## config.mk

```make
export PLATFORM = sky130hd
export DESIGN_NAME = demux_1_to_2_reg
export DESIGN_NICKNAME = d
export VERILOG_FILES = /design/src/rtl/demux_lab_pkg.sv /design/src/rtl/key_debounce.sv /design/src/rtl/demux_1_to_2_reg.sv
export SDC_FILE = /design/constraint.sdc
export NUM_CORES = 1
export LEC_CHECK = 0
export BUFFER_PORTS_ARGS = -buffer_cell sky130_fd_sc_hd__buf_2
export CAP_MARGIN = 20
export CORE_MARGIN = 2
export CORE_UTILIZATION = 45
export CTS_CLUSTER_SIZE = 40
export DETAILED_ROUTE_END_ITERATION = 8
export GPL_TIMING_DRIVEN = 0
export MAX_ROUTING_LAYER = met4
export PLACE_DENSITY = 0.61
export REMOVE_ABC_BUFFERS = 1
export SYNTH_ARGS = -nofsm -noshare
export SYNTH_HDL_FRONTEND = slang
export SYNTH_HIERARCHICAL = 1
export SYNTH_SLANG_ARGS = --single-unit
export TNS_END_PERCENT = 30
```

## constraint.sdc

```tcl
create_clock -name CLOCK_50 -period 0.89 [get_ports CLOCK_50]
set_input_delay 0.178 -clock CLOCK_50 [delete_from_list [all_inputs] [get_ports CLOCK_50]]
set_output_delay 0.178 -clock CLOCK_50 [all_outputs]
set_load 0.03 [all_outputs]
```

## src/rtl/demux_lab_pkg.sv

```systemverilog
// Shared constants for the registered 1-to-2 demux lab: data width,
// LED field positions and pushbutton indices.
package demux_lab_pkg;

  localparam int DATA_W = 3;

  localparam int X_LSB    = 0;
  localparam int Y_LSB    = 3;
  localparam int LIVE_LSB = 6;
  localparam int SEL_BIT  = 9;

  localparam int KEY_LOAD  = 0;
  localparam int KEY_CLEAR = 1;

  typedef enum logic {
    DEST_X = 1'b0,
    DEST_Y = 1'b1
  } dest_e;

endpackage

```

## src/rtl/key_debounce.sv

```systemverilog
// One pushbutton: 2-FF synchronizer, stable-sample debounce counter and a
// registered single-cycle pulse on each debounced press (1 -> 0).
module key_debounce #(
  parameter int DEBOUNCE_CYCLES = 500000
) (
  input  logic clock,
  input  logic reset,
  input  logic raw_n,
  output logic press_pulse,
  output logic level
);

  localparam int CNT_W = $clog2(DEBOUNCE_CYCLES);
  localparam logic [CNT_W-1:0] CNT_LAST = CNT_W'(DEBOUNCE_CYCLES - 1);

  logic [1:0]       sync_q;
  logic [CNT_W-1:0] cnt;
  logic             level_dly;

  // Counter only advances while the synchronized key disagrees with the
  // accepted level; any agreeing sample restarts the stability window.
  always_ff @(posedge clock or posedge reset) begin
    if (reset) begin
      sync_q      <= 2'b11;
      cnt         <= '0;
      level       <= 1'b1;
      level_dly   <= 1'b1;
      press_pulse <= 1'b0;
    end else begin
      sync_q      <= {sync_q[0], raw_n};
      level_dly   <= level;
      press_pulse <= level_dly & ~level;
      if (sync_q[1] != level) begin
        if (cnt == CNT_LAST) begin
          level <= sync_q[1];
          cnt   <= '0;
        end else begin
          cnt <= cnt + 1'b1;
        end
      end else begin
        cnt <= '0;
      end
    end
  end

endmodule

```

## src/rtl/demux_1_to_2_reg.sv

```systemverilog
// Board top: routes the switch value into held register X or Y on a
// debounced KEY[0] press, KEY[1] clears both; everything shown on LEDR.
module demux_1_to_2_reg #(
  parameter int DEBOUNCE_CYCLES = 500000,
  parameter int DATA_W          = demux_lab_pkg::DATA_W
) (
  input  logic       CLOCK_50,
  input  logic       RESET,
  input  logic [9:0] SW,
  input  logic [1:0] KEY,
  output logic [9:0] LEDR
);

  import demux_lab_pkg::*;

  logic [1:0]        rst_pipe;
  logic              rst_int;
  logic [DATA_W-1:0] data_meta, data_sync;
  logic              sel_meta, sel_sync;
  logic [DATA_W-1:0] x_reg, y_reg;
  logic              load_pulse, clear_pulse;
  logic              load_level, clear_level;
  logic              unused_ok;
  dest_e             dest;

  // Internal reset asserts immediately but releases on a clock edge.
  always_ff @(posedge CLOCK_50 or posedge RESET) begin
    if (RESET) rst_pipe <= 2'b11;
    else       rst_pipe <= {rst_pipe[0], 1'b0};
  end
  assign rst_int = rst_pipe[1];

  // Switch synchronizers run off the raw reset so the live LEDs track the
  // switches as soon as RESET drops.
  always_ff @(posedge CLOCK_50 or posedge RESET) begin
    if (RESET) begin
      data_meta <= '0;
      data_sync <= '0;
      sel_meta  <= 1'b0;
      sel_sync  <= 1'b0;
    end else begin
      data_meta <= SW[DATA_W-1:0];
      data_sync <= data_meta;
      sel_meta  <= SW[SEL_BIT];
      sel_sync  <= sel_meta;
    end
  end

  key_debounce #(.DEBOUNCE_CYCLES(DEBOUNCE_CYCLES)) u_load_key (
    .clock       (CLOCK_50),
    .reset       (rst_int),
    .raw_n       (KEY[KEY_LOAD]),
    .press_pulse (load_pulse),
    .level       (load_level)
  );

  key_debounce #(.DEBOUNCE_CYCLES(DEBOUNCE_CYCLES)) u_clear_key (
    .clock       (CLOCK_50),
    .reset       (rst_int),
    .raw_n       (KEY[KEY_CLEAR]),
    .press_pulse (clear_pulse),
    .level       (clear_level)
  );

  assign dest = dest_e'(sel_sync);

  // Clear has priority; a simultaneous load is dropped.
  always_ff @(posedge CLOCK_50 or posedge rst_int) begin
    if (rst_int) begin
      x_reg <= '0;
      y_reg <= '0;
    end else if (clear_pulse) begin
      x_reg <= '0;
      y_reg <= '0;
    end else if (load_pulse) begin
      if (dest == DEST_X) x_reg <= data_sync;
      else                y_reg <= data_sync;
    end
  end

  always_comb begin
    LEDR                      = '0;
    LEDR[X_LSB +: DATA_W]     = x_reg;
    LEDR[Y_LSB +: DATA_W]     = y_reg;
    LEDR[LIVE_LSB +: DATA_W]  = data_sync;
    LEDR[SEL_BIT]             = sel_sync;
  end

  assign unused_ok = ^{SW[8:3], load_level, clear_level};

endmodule

```

==> qor.yml <==
power_and_ir_drop:
  p_leak_nw: 1.46
  vdd_drop_max_uv: 1330
  power_density_mw_per_mm2: 1560
clock_network:
  cts_sinks: 64
  worstSkewPairLatency_ns: 0.33
  clk_pin_slew_worst_paths_ns: 0.07
  clockBufferDepth: 2
  cts_tree: "built"
  ctsRootBufferMaster: "clkbuf_8"
  numCtsBuffers: 9
  htree_num_levels: 3
global_route:
  grt_max_degree: 25
  grt_usage_pct: 17.3
  grt_first_pass_wirelength_mm: 9.35
  grt_pass1_vias: 1921
  globalRoute.totalOverflow: 0
  grt_antenna_before_repair: 0
timing:
  rsz0062_at_grt: "true"
  timing.slew.headroom_pct: 64.8
  finalClockSkew_ns: 0.00878
  final-hold-violation-count: 0
  fin_crit_sh_pct: 195
  finalCriticalPeriod_ns: 1.74
  setup_viol: 50
  tightest_slew_ns: 0.527
  fmax_mhz: 575
  slew_viol_final: 0
  worst_slack_ns: -0.849
critical_path:
  cp-startpoint: "u_clear_key/cnt[6]"
  critPathCaptureType: "register"
  cp_max_fo: 4
  r2r-start: "u_clear_key/cnt[6]"
  slowest_stage: "or4b_4"
  cp.arrival_ns: 2.00
  cp_cell_sequence: "or4b_4 > nor3_4 > nand2_1 > mux2_4"
  slowest_delay_ns: 0.56
  crit_type: "register to register"
  crit_required_ns: 1.15
  worstPathBufferInverterCount: 0
  critical_path.top_delay_family: "simple AND/OR/NAND/NOR gates"
  start_kind: "register"
synth:
  synthTopCellsByArea: "dfrtp_1, dfstp_2, xor2_1"
  yosys.area.top_type: "dfrtp_1"
  yosys.cell_types.count: 39
  seq_area_frac_synth_pct: 56.3
  synth_cells: 250
  syn_area_per_cell_um2: 11.5
  synth.cell_area_mm2: 0.00287
  yosysWarnings: 6
  synth_seq_cells: 64
  synth_top_area_share_pct: 47.1
floorplanning:
  die_w_um: 83.8
  rows: 29
  core_mm2: 0.00624
  ios: 24
  die_h_um: 83.8
  initial_core_util_pct: 46.0
  dieArea_mm2: 0.00703
layout:
  drive_above_1_share_pct: 29.0
  multi_input_area_mm2: 0.00127
  reg_top3: "u_clear_key/cnt: 19 flops, u_load_key/cnt: 19 flops"
  final-seq-area_mm2: 0.00162
  utilization_pct: 55.7
  fillers: 552
  finish.net_count: 304
  final_cell_mix: "dfrtp_1, nor2_1, xor2_1"
  design_area_mm2: 0.00347
  final_common_cell: "dfrtp_1"
  syn_to_final_growth_pct: 21.1
  layout.cells.non_filler: 370
  antenna_cells: 0
detailed_routing:
  via_per_inst: 5.26
  drt-pass1-iter-count: 4
  ant_nets: 0
  wl_per_cell_um: 14.8
  drt-total-wl_mm: 5.46
  drt_iter0_drc: 96
  detail_route.drc_violations: 0
  routed-via-count: 1947
outcome:
  violations: "setup timing"
  status: "complete, but fails checks"
placed_design:
  hpwl_mm: 3.24
  place_area_mm2: 0.00295
  portBuffers: 17
  gp_congestion: 0.781
  dp.cells: 334
hold_path:
  hp-class: "register to async pin"
run:
  drv_cap: 0
[metal layers]
metal	vias up	part of all wire, %	global-route usage, %
met5	-	0	-
met2	24	47	25.4
li1	943	-	-
met3	6	2.3	4.45
met1	974	49	23.2
met4	0	1.2	6.74
[cells in the mapped netlist]
master / instances
conb_1: 1
nor2b_1: 2
xnor2_1: 14
o31ai_1: 2
and4_1: 4
a21oi_1: 6
nand2b_1: 10
or2_1: 2
buf_4: 1
nand3_1: 14
nand2_1: 12
mux2i_1: 6
nand4b_1: 4
nor4_1: 4
or3_1: 2
mux2_4: 2
and4_2: 2
ha_1: 2
or4_4: 2
a21bo_1: 2
inv_1: 4
buf_12: 2
and3_1: 6
nand4_1: 8
or4b_1: 4
buf_6: 3
and2_4: 1
o21ai_0: 2
nor3_1: 2
dfstp_2: 10
dfrtp_1: 54
or4_1: 2
nor3_2: 2
and2_1: 2
nor2_1: 32
xor2_1: 16
clkbuf_1: 2
clkbuf_2: 2
o41ai_1: 2
[path summary, 6_finish.rpt]
| path | end | slack, ns | depth (start not counted) |
|---|---|---|---|
| worst max-delay path | u_clear_key/level | -0.85 | 4 |
| worst min-delay path | y_reg[0] | 0.22 | 1 |
| worst max register to register | u_clear_key/level | -0.85 | 4 |
| worst min register to register | y_reg[0] | 0.22 | 1 |
| max in group asynchronous | u_load_key/sync_q[1] | 0.22 | 1 |
| min in group CLOCK_50 | data_sync[0] | 0.35 | 0 |
[power by group]
group	internal [mW]	switching, mW
Clock	1.01	1.14
Sequential	2.97	0.0554
Combinational	0.102	0.143
Total	4.08	1.34
[worst reg2reg max path: stages, from the launching register on]
cell and delay (ns):
dfrtp_1 0.40, or4b_4 0.56, nor3_4 0.27, nand2_1 0.12, mux2_4 0.32
[cell type report]
| cell class | count | share of cell area (%) |
|---|---|---|
| multi-input combinational | 174 | 36.6 |
| inverter | 4 | 0.648 |
| tap | 77 | 2.77 |
| clock inverter | 7 | 1.40 |
| sequential | 64 | 46.6 |
| timing repair buffer | 35 | 8.46 |
| clock buffer | 9 | 3.57 |
[stage by stage]
step	power, mW	worst slack [ns]	hold slack [ns]	TNS (ns)
after global routing	5.68	-0.880	0.256	-34.80
final	5.43	-0.849	0.224	-31.99
after detailed placement	3.25	-1.11	0.158	-49.72
after CTS	5.49	-0.797	0.234	-30.94
after floorplan	3.18	-0.799	0.0167	-30.73
after global placement	3.24	-1.05	0.158	-47.61
[kinds of logic after synthesis]
family,count (synthesis),synth area share (%)
simple gates,117,23.2
flops,64,56.3
xor+xnor,30,9.16
compound gates,14,3.23
buf+inv,14,3.97
mux,8,3.14
fa+ha+maj,2,0.872
other cells,1,0.131
[what timing repair did]
| item | in CTS | in global routing |
|---|---|---|
| setup buffers | 6 | 5 |
| gates cloned | 1 | 1 |
| pin swaps | 7 | 9 |
| setup endpoints to repair | 101 | 54 |
| endpoints found under the hold margin | 14 | 0 |
| hold buffers | 7 | 0 |
| gates resized for setup | 39 | 9 |
Note: power is estimated with default switching activity, not from simulation.
